[src/rtl/mem_arbiter.sv]
// mem_arbiter: two-state CPU/DMA arbiter for a shared memory bus with FRAM wait states.
// DMA has priority; the CPU breaks through after MAX_DMA_BURST consecutive DMA grants.
module mem_arbiter #(
  parameter logic [15:0] FRAM_START    = 16'h4400,
  parameter logic [15:0] FRAM_LAST     = 16'hFFFF,
  parameter int          MAX_DMA_BURST = 4
) (
  input  logic        MCLK,
  input  logic        reset,
  input  logic        cpu_req,
  input  logic        dma_req,
  input  logic [15:0] cpu_MAB,
  input  logic [15:0] dma_MAB,
  input  logic [15:0] cpu_MDBwrite,
  input  logic [15:0] dma_MDBwrite,
  input  logic        cpu_MW,
  input  logic        dma_MW,
  input  logic        cpu_BW,
  input  logic        dma_BW,
  input  logic [2:0]  NWAITS,
  input  logic [15:0] MDBread,
  output logic [15:0] MAB,
  output logic [15:0] MDBwrite,
  output logic        MW,
  output logic        BW,
  output logic        cpu_ready,
  output logic        dma_ready,
  output logic [15:0] cpu_MDBread,
  output logic [15:0] dma_MDBread
);
  localparam int SW = $clog2(MAX_DMA_BURST + 1);
  typedef enum logic {IDLE, ACCESS} state_t;
  state_t        state_q, state_d;
  logic          owner_q, owner_d;
  logic [2:0]    cnt_q, cnt_d;
  logic [SW-1:0] streak_q, streak_d;
  logic [15:0]   mab_q, mab_d, mdbw_q, mdbw_d;
  logic          mw_q, mw_d, bw_q, bw_d;
  logic          acc, done, arb, grant_dma, in_fram;
  logic [15:0]   win_mab;
  logic [16:0]   lo_diff, hi_diff;

  // Range test by borrow bits so a full-range FRAM_LAST does not fold to a constant compare.
  always_comb begin
    acc       = state_q == ACCESS;
    done      = acc && cnt_q == 3'd0;
    arb       = (!acc || done) && (cpu_req || dma_req);
    grant_dma = dma_req && !(cpu_req && streak_q == SW'(MAX_DMA_BURST));
    win_mab   = grant_dma ? dma_MAB : cpu_MAB;
    lo_diff   = {1'b0, win_mab} - {1'b0, FRAM_START};
    hi_diff   = {1'b0, FRAM_LAST} - {1'b0, win_mab};
    in_fram   = !lo_diff[16] && !hi_diff[16];
    state_d   = state_q;
    owner_d   = owner_q;
    cnt_d     = cnt_q;
    streak_d  = streak_q;
    mab_d     = mab_q;
    mdbw_d    = mdbw_q;
    mw_d      = mw_q;
    bw_d      = bw_q;
    if (arb) begin
      state_d  = ACCESS;
      owner_d  = grant_dma;
      mab_d    = win_mab;
      mdbw_d   = grant_dma ? dma_MDBwrite : cpu_MDBwrite;
      mw_d     = grant_dma ? dma_MW : cpu_MW;
      bw_d     = grant_dma ? dma_BW : cpu_BW;
      cnt_d    = in_fram ? NWAITS : 3'd0;
      streak_d = !(grant_dma && cpu_req) ? '0 :
                 streak_q == SW'(MAX_DMA_BURST) ? streak_q : streak_q + 1'b1;
    end else if (done) begin
      state_d = IDLE;
    end else if (acc) begin
      cnt_d = cnt_q - 3'd1;
    end
  end

  always_ff @(posedge MCLK) begin
    if (reset) begin
      state_q  <= IDLE;
      owner_q  <= 1'b0;
      cnt_q    <= '0;
      streak_q <= '0;
      mab_q    <= '0;
      mdbw_q   <= '0;
      mw_q     <= 1'b0;
      bw_q     <= 1'b0;
    end else begin
      state_q  <= state_d;
      owner_q  <= owner_d;
      cnt_q    <= cnt_d;
      streak_q <= streak_d;
      mab_q    <= mab_d;
      mdbw_q   <= mdbw_d;
      mw_q     <= mw_d;
      bw_q     <= bw_d;
    end
  end

  assign MAB         = acc ? mab_q : '0;
  assign MDBwrite    = acc ? mdbw_q : '0;
  assign BW          = acc && bw_q;
  assign MW          = done && mw_q;
  assign cpu_ready   = done && !owner_q;
  assign dma_ready   = done && owner_q;
  assign cpu_MDBread = cpu_ready ? MDBread : '0;
  assign dma_MDBread = dma_ready ? MDBread : '0;
endmodule

[config.mk]
export PLATFORM = sky130hd
export DESIGN_NAME = mem_arbiter
export DESIGN_NICKNAME = d
export VERILOG_FILES = /design/src/rtl/mem_arbiter.sv
export SDC_FILE = /design/constraint.sdc
export NUM_CORES = 1
export LEC_CHECK = 0
export ABC_AREA = 1
export CORE_UTILIZATION = 51
export DETAILED_ROUTE_END_ITERATION = 10
export DONT_BUFFER_PORTS = 1
export GPL_TIMING_DRIVEN = 0
export MAX_ROUTING_LAYER = met4
export PLACE_DENSITY_LB_ADDON = 0.15
export REMOVE_ABC_BUFFERS = 1
export SLEW_MARGIN = 20
export SYNTH_ARGS = -nofsm -noshare
export SYNTH_HDL_FRONTEND = slang
export SYNTH_SLANG_ARGS = --single-unit
[constraint.sdc]
create_clock -name MCLK -period 1.45 [get_ports MCLK]
set_input_delay 0.29 -clock MCLK [delete_from_list [all_inputs] [get_ports MCLK]]
set_output_delay 0.29 -clock MCLK [all_outputs]
set_load 0.01 [all_outputs]
Word-level counts from Yosys, hierarchy flattened
Index checks and enable logic that the tools add are counted.
{"block": "classes", "n_mux": 16, "n_reduce_logical": 22, "add_sub_neg": 4, "n_eq_ne": 3}
{"cell": "$mux W16", "n": 6}
{"cell": "$mux W3", "n": 6}
{"cell": "$sub A16 B15 Y17 const B", "n": 1}
{"cell": "$sub A16 B16 Y17 const A", "n": 1}
{"cell": "$logic_and A1 B1 Y1", "n": 10}
{"cell": "$logic_not A1 Y1", "n": 5}
{"cell": "$mux W1", "n": 4}
{"cell": "$reduce_and A2 Y1", "n": 2}
{"cell": "$reduce_bool A2 Y1", "n": 2}
{"cell": "$add A3 B1 Y3 const B", "n": 1}
{"cell": "$eq A3 B3 Y1 const B", "n": 1}
{"cell": "$logic_not A3 Y1", "n": 1}
{"cell": "$sub A3 B1 Y3 const B", "n": 1}
{"cell": "$logic_or A1 B1 Y1", "n": 2}
{"cell": "$ne A2 B1 Y1 const B", "n": 1}
{"cell": "$ne A2 B2 Y1 const B", "n": 1}
{"block": "totals", "inputBits": 91, "register_bits": 42, "wordCells": 53}

Logic depth before layout (Yosys ltp)
Gate-level depths: netlist of the first run.
{"block": "logic_depth", "word_depth": 10, "ltp_mapped": 12}

Worst setup path after synthesis of the first run
OpenSTA, ideal clock, no wires.
{"block": "synth_path", "path_type": "register to output", "from": "register cnt_q[0]", "to": "output port cpu_MDBread[10]", "stages_incl_launch_ff": 9, "slack_ns": -0.260, "required_time_ns": 1.160, "arrival_time_ns": 1.420, "path_cell_list": "dfxtp_1 > inv_1 > ha_1 > ha_1 > nand2_1 > nor2_1 > inv_1 > buf_2 > nor2_1"}
{"block": "synth_between", "elab_chain_cells": 4}
{"item": "from (decl)", "line_no": "35", "rtl": "logic [2:0] cnt_q, cnt_d;"}
{"item": "from (signal assigned)", "line_no": "91", "rtl": "cnt_q <= cnt_d;"}
{"item": "$logic_not A3 Y1", "line_no": "46", "rtl": "done = acc && cnt_q == 3'd0;"}
{"item": "$logic_and A1 B1 Y1", "line_no": "46"}
{"item": "$logic_and A1 B1 Y1", "line_no": "104", "rtl": "assign cpu_ready = done && !owner_q;"}
{"item": "via cpu_ready", "line_no": "26", "rtl": "output logic cpu_ready,"}
{"item": "$mux W16", "line_no": "106", "rtl": "assign cpu_MDBread = cpu_ready ? MDBread : '0;"}
{"item": "to (decl)", "line_no": "28", "rtl": "output logic [15:0] cpu_MDBread,"}
The timed path passes the listed nets, and every way through them passes these cells.

Worst setup path after layout of the first run
{"block": "layout_path", "from": "register cnt_q[0]", "to": "output port dma_MDBread[0]"}
{"block": "layout_between", "elab_chain_cells": 4}
{"item": "$logic_not A3 Y1", "line_no": "46"}
{"item": "$logic_and A1 B1 Y1", "line_no": "46"}
{"item": "$logic_and A1 B1 Y1", "line_no": "105", "rtl": "assign dma_ready = done && owner_q;"}
{"item": "via dma_ready", "line_no": "27", "rtl": "output logic dma_ready,"}
{"item": "$mux W16", "line_no": "107", "rtl": "assign dma_MDBread = dma_ready ? MDBread : '0;"}
{"item": "to (decl)", "line_no": "29", "rtl": "output logic [15:0] dma_MDBread"}
The timed path passes the listed nets, and every way through them passes these cells.

==> flow_summary.json, run 1 <==
{
  "drt-total-wl_microns": 9671,
  "fin_area_sq_mm": 0.003928,
  "antenna_found_initial": 0,
  "via_count": 2979,
  "grt_max_degree": 38,
  "cts_buffers": 5,
  "cp_max_fo": 8,
  "portBuffers": 0,
  "synth_top_family_by_area": "simple AND/OR/NAND/NOR gates",
  "layout_setup_ws_ps": -481.6,
  "synth_compound_area_frac": 0.1254,
  "yosys_warnings": 0,
  "cap_violations": 0,
  "violations": "setup timing",
  "fin_cells": 529,
  "setup_viol": 102,
  "insertion_delay_ps": 290,
  "worstPathRequired_ps": 1160,
  "tightest_slew_ps": 676.7,
  "synth_largest_area_cell": "dfxtp_1",
  "min_path_type": "in -> reg",
  "crit_type": "reg -> out",
  "grt_pass1_vias": 2600,
  "synthMuxAreaShare": 0,
  "clock_skew_ps": 8.610,
  "fillCellCount": 302,
  "avgSynthCellArea_sq_um": 6.203,
  "via_per_inst": 5.631,
  "ys_ff_latch": 42,
  "synth-adder-area-share": 0.01885,
  "initial_core_util": 0.5441,
  "report.final.slew_viol_count": 0,
  "remaining_drc_errors": 0,
  "diodes": 0,
  "core-area_sq_mm": 0.004880,
  "ir_worst_vdd_v": 0.0006905,
  "max_freq_mhz": 517.7,
  "p_leak_uw": 0.002090,
  "fin_util": 0.8049,
  "rsz0062_at_grt": "true",
  "grt_overflow": 0,
  "grt_pass1_wl_microns": 13010,
  "synth-xor-area-share": 0.003299,
  "pin_count": 159,
  "netlist_instances": 428,
  "end_kind": "output pin",
  "dpl_cell_area_sq_mm": 0.002616,
  "synth-simple-area-share": 0.3200,
  "htree_levels": 2,
  "period_needed_ps": 1932,
  "layout_common_cells": "114 x nand2_1, 95 x inv_1, 38 x nor2_4",
  "hpwlAfterDp_microns": 4149,
  "drt-initial-drc-count": 237,
  "routedWlPerCell_microns": 18.28,
  "critPathMaxStageDelay_ps": 330,
  "min_period_over_period": 1.332,
  "final_nets": 556,
  "cts_tree": "done",
  "hold_ws_ps": 37.47,
  "synth_top_area_frac": 0.3167,
  "syn-cell-area_sq_mm": 0.002655,
  "grt_usage": 0.3348,
  "clock_sinks": 42,
  "ys_types": 24,
  "relSlewSlack": 0.5482,
  "critical_path.cell_chain": "inv_2 > ha_4 > ha_4 > nand2_4 > nor2_4 > inv_8 > nor2_4",
  "powerDensity_mw_per_mm2": 974.7,
  "path_clk_slew_ps": 90,
  "power.total_uw": 3828,
  "final_common_cell": "nand2_1",
  "seq_area_sq_um": 849.6,
  "die_h_microns": 74.15,
  "ys_seq_area_frac": 0.3167,
  "gp_congestion": 0.7807,
  "drive_above_1_share": 0.3442,
  "start_kind": "register",
  "multi_input_area_sq_mm": 0.001792,
  "final-hold-violation-count": 0,
  "syn2layout_area_growth_pct": 47.93,
  "cp_data_arrival_time_ps": 1640,
  "ctsHoldBuffers": 0,
  "outcome": "finished, violations left",
  "placed_cells": 473,
  "cts.path.max_buffers": 2,
  "dieArea_sq_mm": 0.005498,
  "crit_slowest_cell": "dfxtp_2",
  "row_count": 25,
  "clockRootBuffer": "clkbuf_8",
  "synth_area_leaders": "dfxtp_1 32%, nand2_1 17%, inv_1 15%",
  "die_x_microns": 74.15,
  "ant_nets": 0,
  "dr.pass1.iters": 5
}
power by group:
part / internal [uW] / switching [uW] / leakage, uW / total, uW
registers: 1290 / 83.7 / 0.000351 / 1380
logic: 690 / 825 / 0.00169 / 1520
clock network: 513 / 425 / 0.0000504 / 938
flip-flops by register name (all words and copies together) (netlist names):
| signal | cells |
|---|---|
| mab_q | 16 |
| bw_q | 1 |
| mw_q | 1 |
| streak_q | 3 |
| mdbw_q | 16 |
| acc | 1 |
| owner_q | 1 |
| cnt_q | 3 |
per-stage QoR:
stage,TNS [ps],setup slack (ps)
finish,-31150,-481.6
global route,-36120,-533.9
CTS,-26100,-412.4
floorplan,-106060,-2478
global placement,-192280,-4071
detailed placement,-48930,-890.9
metal layers:
layer / track usage / vias to the layer above / wire length, microns / share of wire
met5: - / - / 0 / 0
met4: 0.1667 / 0 / 344 / 0.036
met3: 0.05285 / 40 / 659 / 0.068
met2: 0.5717 / 188 / 4826 / 0.50
met1: 0.3784 / 1378 / 3840 / 0.40
li1: - / 1373 / - / -
critical path: cells and delay by family (launching register included):
family	cells	cell delay, ps
simple gates	3	540
flops	1	330
fa+ha+maj	2	280
buf+inv	2	190
timing repair:
| item | in CTS | in global routing |
|---|---|---|
| pin swaps | 22 | 26 |
| endpoints found under the setup margin | 109 | 102 |
| setup buffers | 29 | 6 |
| cloned | 16 | 1 |
| resized for setup | 138 | 38 |
synthesized netlist by cell type, drive strengths merged:
cell and number:
nand2 125, nand3 34, o21ai 2, o211ai 36
clkbuf 7, dfxtp 42, ha 4, nand3b 3
buf 17, inv 106, a21oi 8, xor2 1
nor2 42, clkinv 1
kinds of logic (layout without fill, tap and decap cells):
group,count (synthesis),after routing
flops,42,42
simple gates,204,207
buf+inv,131,162
fa+ha+maj,4,4
compound gates,46,46
xor+xnor,1,1
final timing paths:
| check | slack, ps | depth (start not counted) | end | start |
|---|---|---|---|---|
| worst max register to register | -450 | 12 | streak_q[2] | cnt_q[0] |
| worst min register to register | 490 | 2 | mab_q[1] | mab_q[1] |
| worst min-delay path | 40 | 1 | acc | reset |
| worst max-delay path | -480 | 7 | dma_MDBread[0] | cnt_q[0] |
cell type report:
| class | instances | area share |
|---|---|---|
| multi-input combinational | 258 | 0.4562 |
| sequential | 42 | 0.2163 |
| timing repair buffer | 44 | 0.1622 |
| inverter | 107 | 0.1086 |
| tap | 67 | 0.02134 |
| clock buffer | 5 | 0.01752 |
| clock inverter | 3 | 0.01147 |
| timing repair inverter | 3 | 0.006371 |
Power figures use the tool's default switching activity.
==> run 2, diff against run 1 <==
CORE_UTILIZATION = 34   (was 51)
DONT_BUFFER_PORTS = default   (was 1)
==> flow_summary.json, run 2 (synthesis gave the netlist of run 1 again) <==
{
  "outcome": "finished, violations left",
  "syn2layout_area_growth_pct": 116.4,
  "worstPathRequired_ps": 1160,
  "routed.top_layer": "met4",
  "min_delay_worst_endpoint": "mdbw_q[15]",
  "m1WireLength_microns": 4671,
  "cts_tree": "done",
  "grt_pass1_vias": 3425,
  "layout_setup_ws_ps": -547.1,
  "core-area_sq_mm": 0.007408,
  "min_path_type": "reg -> reg",
  "p_leak_uw": 0.003097,
  "rsz0062_at_grt": "true",
  "crit_type": "reg -> out",
  "htree_levels": 2,
  "grt_pass1_wl_microns": 17510,
  "post-place-ws_ps": -1176,
  "clockRootBuffer": "clkbuf_8",
  "start_kind": "register",
  "final-hold-violation-count": 0,
  "min_period_over_period": 1.377,
  "violations": "setup timing",
  "layout_common_cells": "88 x clkdlybuf4s50_1, 83 x nand2_1, 76 x inv_1",
  "worstReg2RegStart": "cnt_q[1]",
  "final_common_cell": "clkdlybuf4s50_1",
  "tightest_slew_ps": 768.5,
  "gp_congestion": 0.7429,
  "end_kind": "output pin",
  "dieArea_sq_mm": 0.008167,
  "fin_util": 0.7755,
  "hold_depth": 2,
  "hold_start": "mdbw_q[15]",
  "reg_top3": "mab_q x16, mdbw_q x16",
  "powerDensity_mw_per_mm2": 773.8,
  "cp_data_arrival_time_ps": 1710,
  "drt-total-wl_microns": 11490,
  "setup_viol": 99,
  "via_count": 3543,
  "die_h_microns": 90.37,
  "insertion_delay_ps": 300,
  "ctsHoldBuffers": 0,
  "die_x_microns": 90.37,
  "max_freq_mhz": 500.7,
  "cts_buffers": 5,
  "row_count": 31,
  "period_needed_ps": 1997,
  "initial_core_util": 0.3584,
  "reg2reg_depth": 13,
  "r2r_end": "streak_q[2]",
  "relSlewSlack": 0.4869,
  "final_nets": 735,
  "dr.pass1.iters": 4,
  "fillCellCount": 511,
  "clock_skew_ps": 5.299,
  "ir_worst_vdd_v": 0.0004217,
  "drt-initial-drc-count": 91,
  "report.final.slew_viol_count": 0,
  "via_per_inst": 4.788,
  "drive_above_1_share": 0.4368,
  "hpwlAfterDp_microns": 5486,
  "pin_count": 159,
  "ant_nets": 0,
  "routedWlPerCell_microns": 15.53,
  "r2r_slack_ps": -530,
  "antenna_found_initial": 0,
  "grt_usage": 0.2778,
  "grt_overflow": 0,
  "cts.path.max_buffers": 2,
  "seq_area_sq_um": 849.6,
  "portBuffers": 158,
  "cap_violations": 0,
  "remaining_drc_errors": 0,
  "dr_wl_met3_microns": 745,
  "diodes": 0,
  "grt_max_degree": 38,
  "power.total_uw": 4446,
  "wl_met2_microns": 5934,
  "path_clk_slew_ps": 80,
  "clock_sinks": 42,
  "cp_max_fo": 8,
  "multi_input_area_sq_mm": 0.001720
}
run 2: power breakdown:
group          leakage, uW  internal (uW)  switching, uW  total [uW]
logic              0.00269           1190            918        2110
clock network    0.0000514            514            420         934
registers         0.000351           1290            113        1410
total              0.00310           3000           1450        4450
run 2: metal layers:
metal,GRT usage,vias up
met1,0.3304,1658
met2,0.4943,151
met3,0.04714,12
met4,0.05108,0
li1,-,1722
met5,-,-
run 2: metrics by stage:
stage	hold WS (ps)	cell area [sq um]	setup TNS (ps)	instances
floorplan	359.1	2484	-106060	404
global placement	469.3	4189	-231430	661
detailed placement	474.6	4245	-84840	663
CTS	501.4	5284	-29960	730
global route	541.7	5746	-41840	740
finish	505.1	5746	-36030	740
run 2: worst max-delay path, stage by stage, from the launching register on:
cell	delay, ps
dfxtp_2	330
inv_2	60
ha_4	140
ha_4	140
nand2_4	70
nor2_4	140
clkinvlp_4	230
nor2_1	150
buf_2	150
run 2: repair_timing:
item                                    in CTS  in global routing
endpoints found under the setup margin     110                110
resized for setup                          394                121
endpoints found under the hold margin        0                  0
pin swaps                                   31                 25
gates cloned                                18                  3
setup buffers                               41                 12
run 2: how the worst max path moves through the flow:
stage / from / to / slack [ps] / cells after the start
finish: cnt_q[1] / dma_MDBread[10] / -550 / 8
global route: cnt_q[1] / streak_q[2] / -650 / 13
CTS: cnt_q[1] / dma_MDBread[2] / -470 / 8
detailed placement: dma_req / streak_q[0] / -1180 / 7
global placement: dma_req / streak_q[0] / -4240 / 6
floorplan: acc / streak_q[0] / -2480 / 6
run 2: area by class of cell:
type | count | area share
Clock buffer | 6 | 0.01263
Clock inverter | 2 | 0.006533
Inverter | 107 | 0.07448
Multi-Input combinational cell | 257 | 0.2994
Sequential cell | 42 | 0.1479
Tap cell | 99 | 0.02156
Timing Repair Buffer | 224 | 0.4338
Timing Repair inverter | 3 | 0.003702
==> run 3, diff against run 2 <==
SLEW_MARGIN = default   (was 20)
==> flow_summary.json, run 3 (synthesis gave the netlist of run 1 again) <==
{
  "outcome": "finished, violations left",
  "violations": "setup timing",
  "relSlewSlack": 0.6908,
  "grt_pass1_wl_microns": 16340,
  "diodes": 0,
  "drt-initial-drc-count": 162,
  "reg_top3": "mab_q x16, mdbw_q x16",
  "final-hold-violation-count": 0,
  "final_common_cell": "clkdlybuf4s50_1",
  "clockRootBuffer": "clkbuf_8",
  "powerDensity_mw_per_mm2": 790.2,
  "hold_start": "mw_q",
  "critical_path.cell_chain": "inv_2 > ha_4 > ha_4 > nand2_4 > nor2_4 > inv_4 > nor2_1 > buf_2",
  "min_delay_worst_endpoint": "mw_q",
  "die_x_microns": 90.37,
  "tightest_slew_ps": 463.9,
  "dr.pass1.iters": 4,
  "grt_usage": 0.2599,
  "antenna_found_initial": 0,
  "dpl_cell_area_sq_mm": 0.004217,
  "htree_levels": 2,
  "clock_sinks": 42,
  "r2r_slack_ps": -370,
  "drt-total-wl_microns": 11370,
  "end_kind": "output pin",
  "fin_setup_tns_ps": -30200,
  "routedWlPerCell_microns": 15.62,
  "remaining_drc_errors": 0,
  "layout_common_cells": "88 x clkdlybuf4s50_1, 76 x nand2_1, 72 x inv_1",
  "min_period_over_period": 1.316,
  "start_kind": "register",
  "cp_data_arrival_time_ps": 1620,
  "cpMostUsedCell": "ha_4",
  "crit_type": "reg -> out",
  "gp_congestion": 0.7429,
  "setup_viol": 98,
  "drive_above_1_share": 0.4404,
  "ant_nets": 0,
  "cts_tree": "done",
  "crit_family": "simple AND/OR/NAND/NOR gates",
  "post-place-ws_ps": -1548,
  "grt_pass1_vias": 3327,
  "hold_depth": 2,
  "path_clk_slew_ps": 80,
  "ir_worst_vdd_v": 0.0004088,
  "placed_cells": 662,
  "worstPathRequired_ps": 1160,
  "fin_cells": 728,
  "insertion_delay_ps": 300,
  "fin_area_sq_mm": 0.005513,
  "cp_max_fo": 8,
  "hpwlAfterDp_microns": 5434,
  "cts_buffers": 5,
  "rsz0062_at_grt": "true",
  "cap_violations": 0,
  "report.final.slew_viol_count": 0,
  "grt_max_degree": 38,
  "via_count": 3481,
  "grt_overflow": 0,
  "via_per_inst": 4.782,
  "min_path_type": "reg -> reg",
  "portBuffers": 158,
  "pin_count": 159,
  "final_nets": 723,
  "path_buf_inv": 3,
  "path_depth": 8,
  "row_count": 31,
  "critPathMaxStageDelay_ps": 330,
  "die_h_microns": 90.37,
  "clock_skew_ps": 3.658,
  "worstReg2RegStart": "cnt_q[0]",
  "cts.path.max_buffers": 2,
  "dieArea_sq_mm": 0.008167,
  "core-area_sq_mm": 0.007408,
  "syn2layout_area_growth_pct": 107.6,
  "crit_slowest_cell": "dfxtp_2",
  "hold_ws_ps": 505.0,
  "initial_core_util": 0.3584,
  "r2r_end": "streak_q[2]",
  "p_leak_uw": 0.003010,
  "layout_setup_ws_ps": -457.7,
  "max_freq_mhz": 524.2,
  "reg2reg_depth": 12,
  "period_needed_ps": 1908,
  "ctsHoldBuffers": 0
}
run 3: changes by cell type in the layout (fill, tap and decap cells not counted), sizes merged:
cell / before / now
buf: 130 / 119
inv: 106 / 105
nor2: 42 / 43
clkdlybuf4s15: 1 / 0
dlymetal6s2s: 0 / 1
bufbuf: 1 / 0
clkinvlp: 4 / 3
clkinv: 1 / 2
run 3: power by group:
part | leakage, uW | switching (uW) | internal, uW
combinational | 0.00261 | 912 | 1090
clock | 0.0000514 | 432 | 514
sequential | 0.000351 | 121 | 1290
run 3: final cells by class:
type | count | area (sq um)
Timing Repair Buffer | 212 | 2197
Fill cell | 566 | 1896
Multi-Input combinational cell | 258 | 1778
Sequential cell | 42 | 852.1
Inverter | 107 | 437.9
Tap cell | 99 | 123.9
Clock buffer | 6 | 72.57
Clock inverter | 2 | 37.54
Timing Repair inverter | 2 | 13.76
run 3: per-stage QoR:
stage,util,total power (uW)
5_1_grt,0.7441,4564
6_report,0.7441,4356
3_5_place_dp,0.5692,2531
2_1_floorplan,-,1924
4_1_cts,0.6604,3980
3_3_place_gp,0.5654,2499
run 3: tightest hold or removal path, cell delays in order, from the launching register on:
cell and delay [ps]:
dfxtp_1 340, o211ai_1 80, inv_1 50
run 3: worst max-delay path by stage:
stage | start | to | slack [ps]
final | cnt_q[0] | dma_MDBread[10] | -460
after global routing | cnt_q[0] | dma_MDBread[3] | -550
after CTS | cnt_q[1] | dma_MDBread[14] | -400
after detailed placement | acc | dma_MDBread[1] | -1550
after global placement | dma_req | streak_q[0] | -4240
after floorplan | acc | streak_q[0] | -2480
run 3: metal layers:
| layer | routed length [microns] | global-route usage |
|---|---|---|
| met1 | 4623 | 0.2865 |
| met2 | 5891 | 0.4701 |
| met3 | 691 | 0.06313 |
| met4 | 165 | 0.06048 |
| met5 | 0 | - |
run 3: what timing repair did:
item | CTS | global route
pin swaps | 15 | 38
setup buffers | 32 | 18
gates resized for setup | 343 | 191
setup endpoints to repair | 110 | 110
gates cloned | 14 | 2
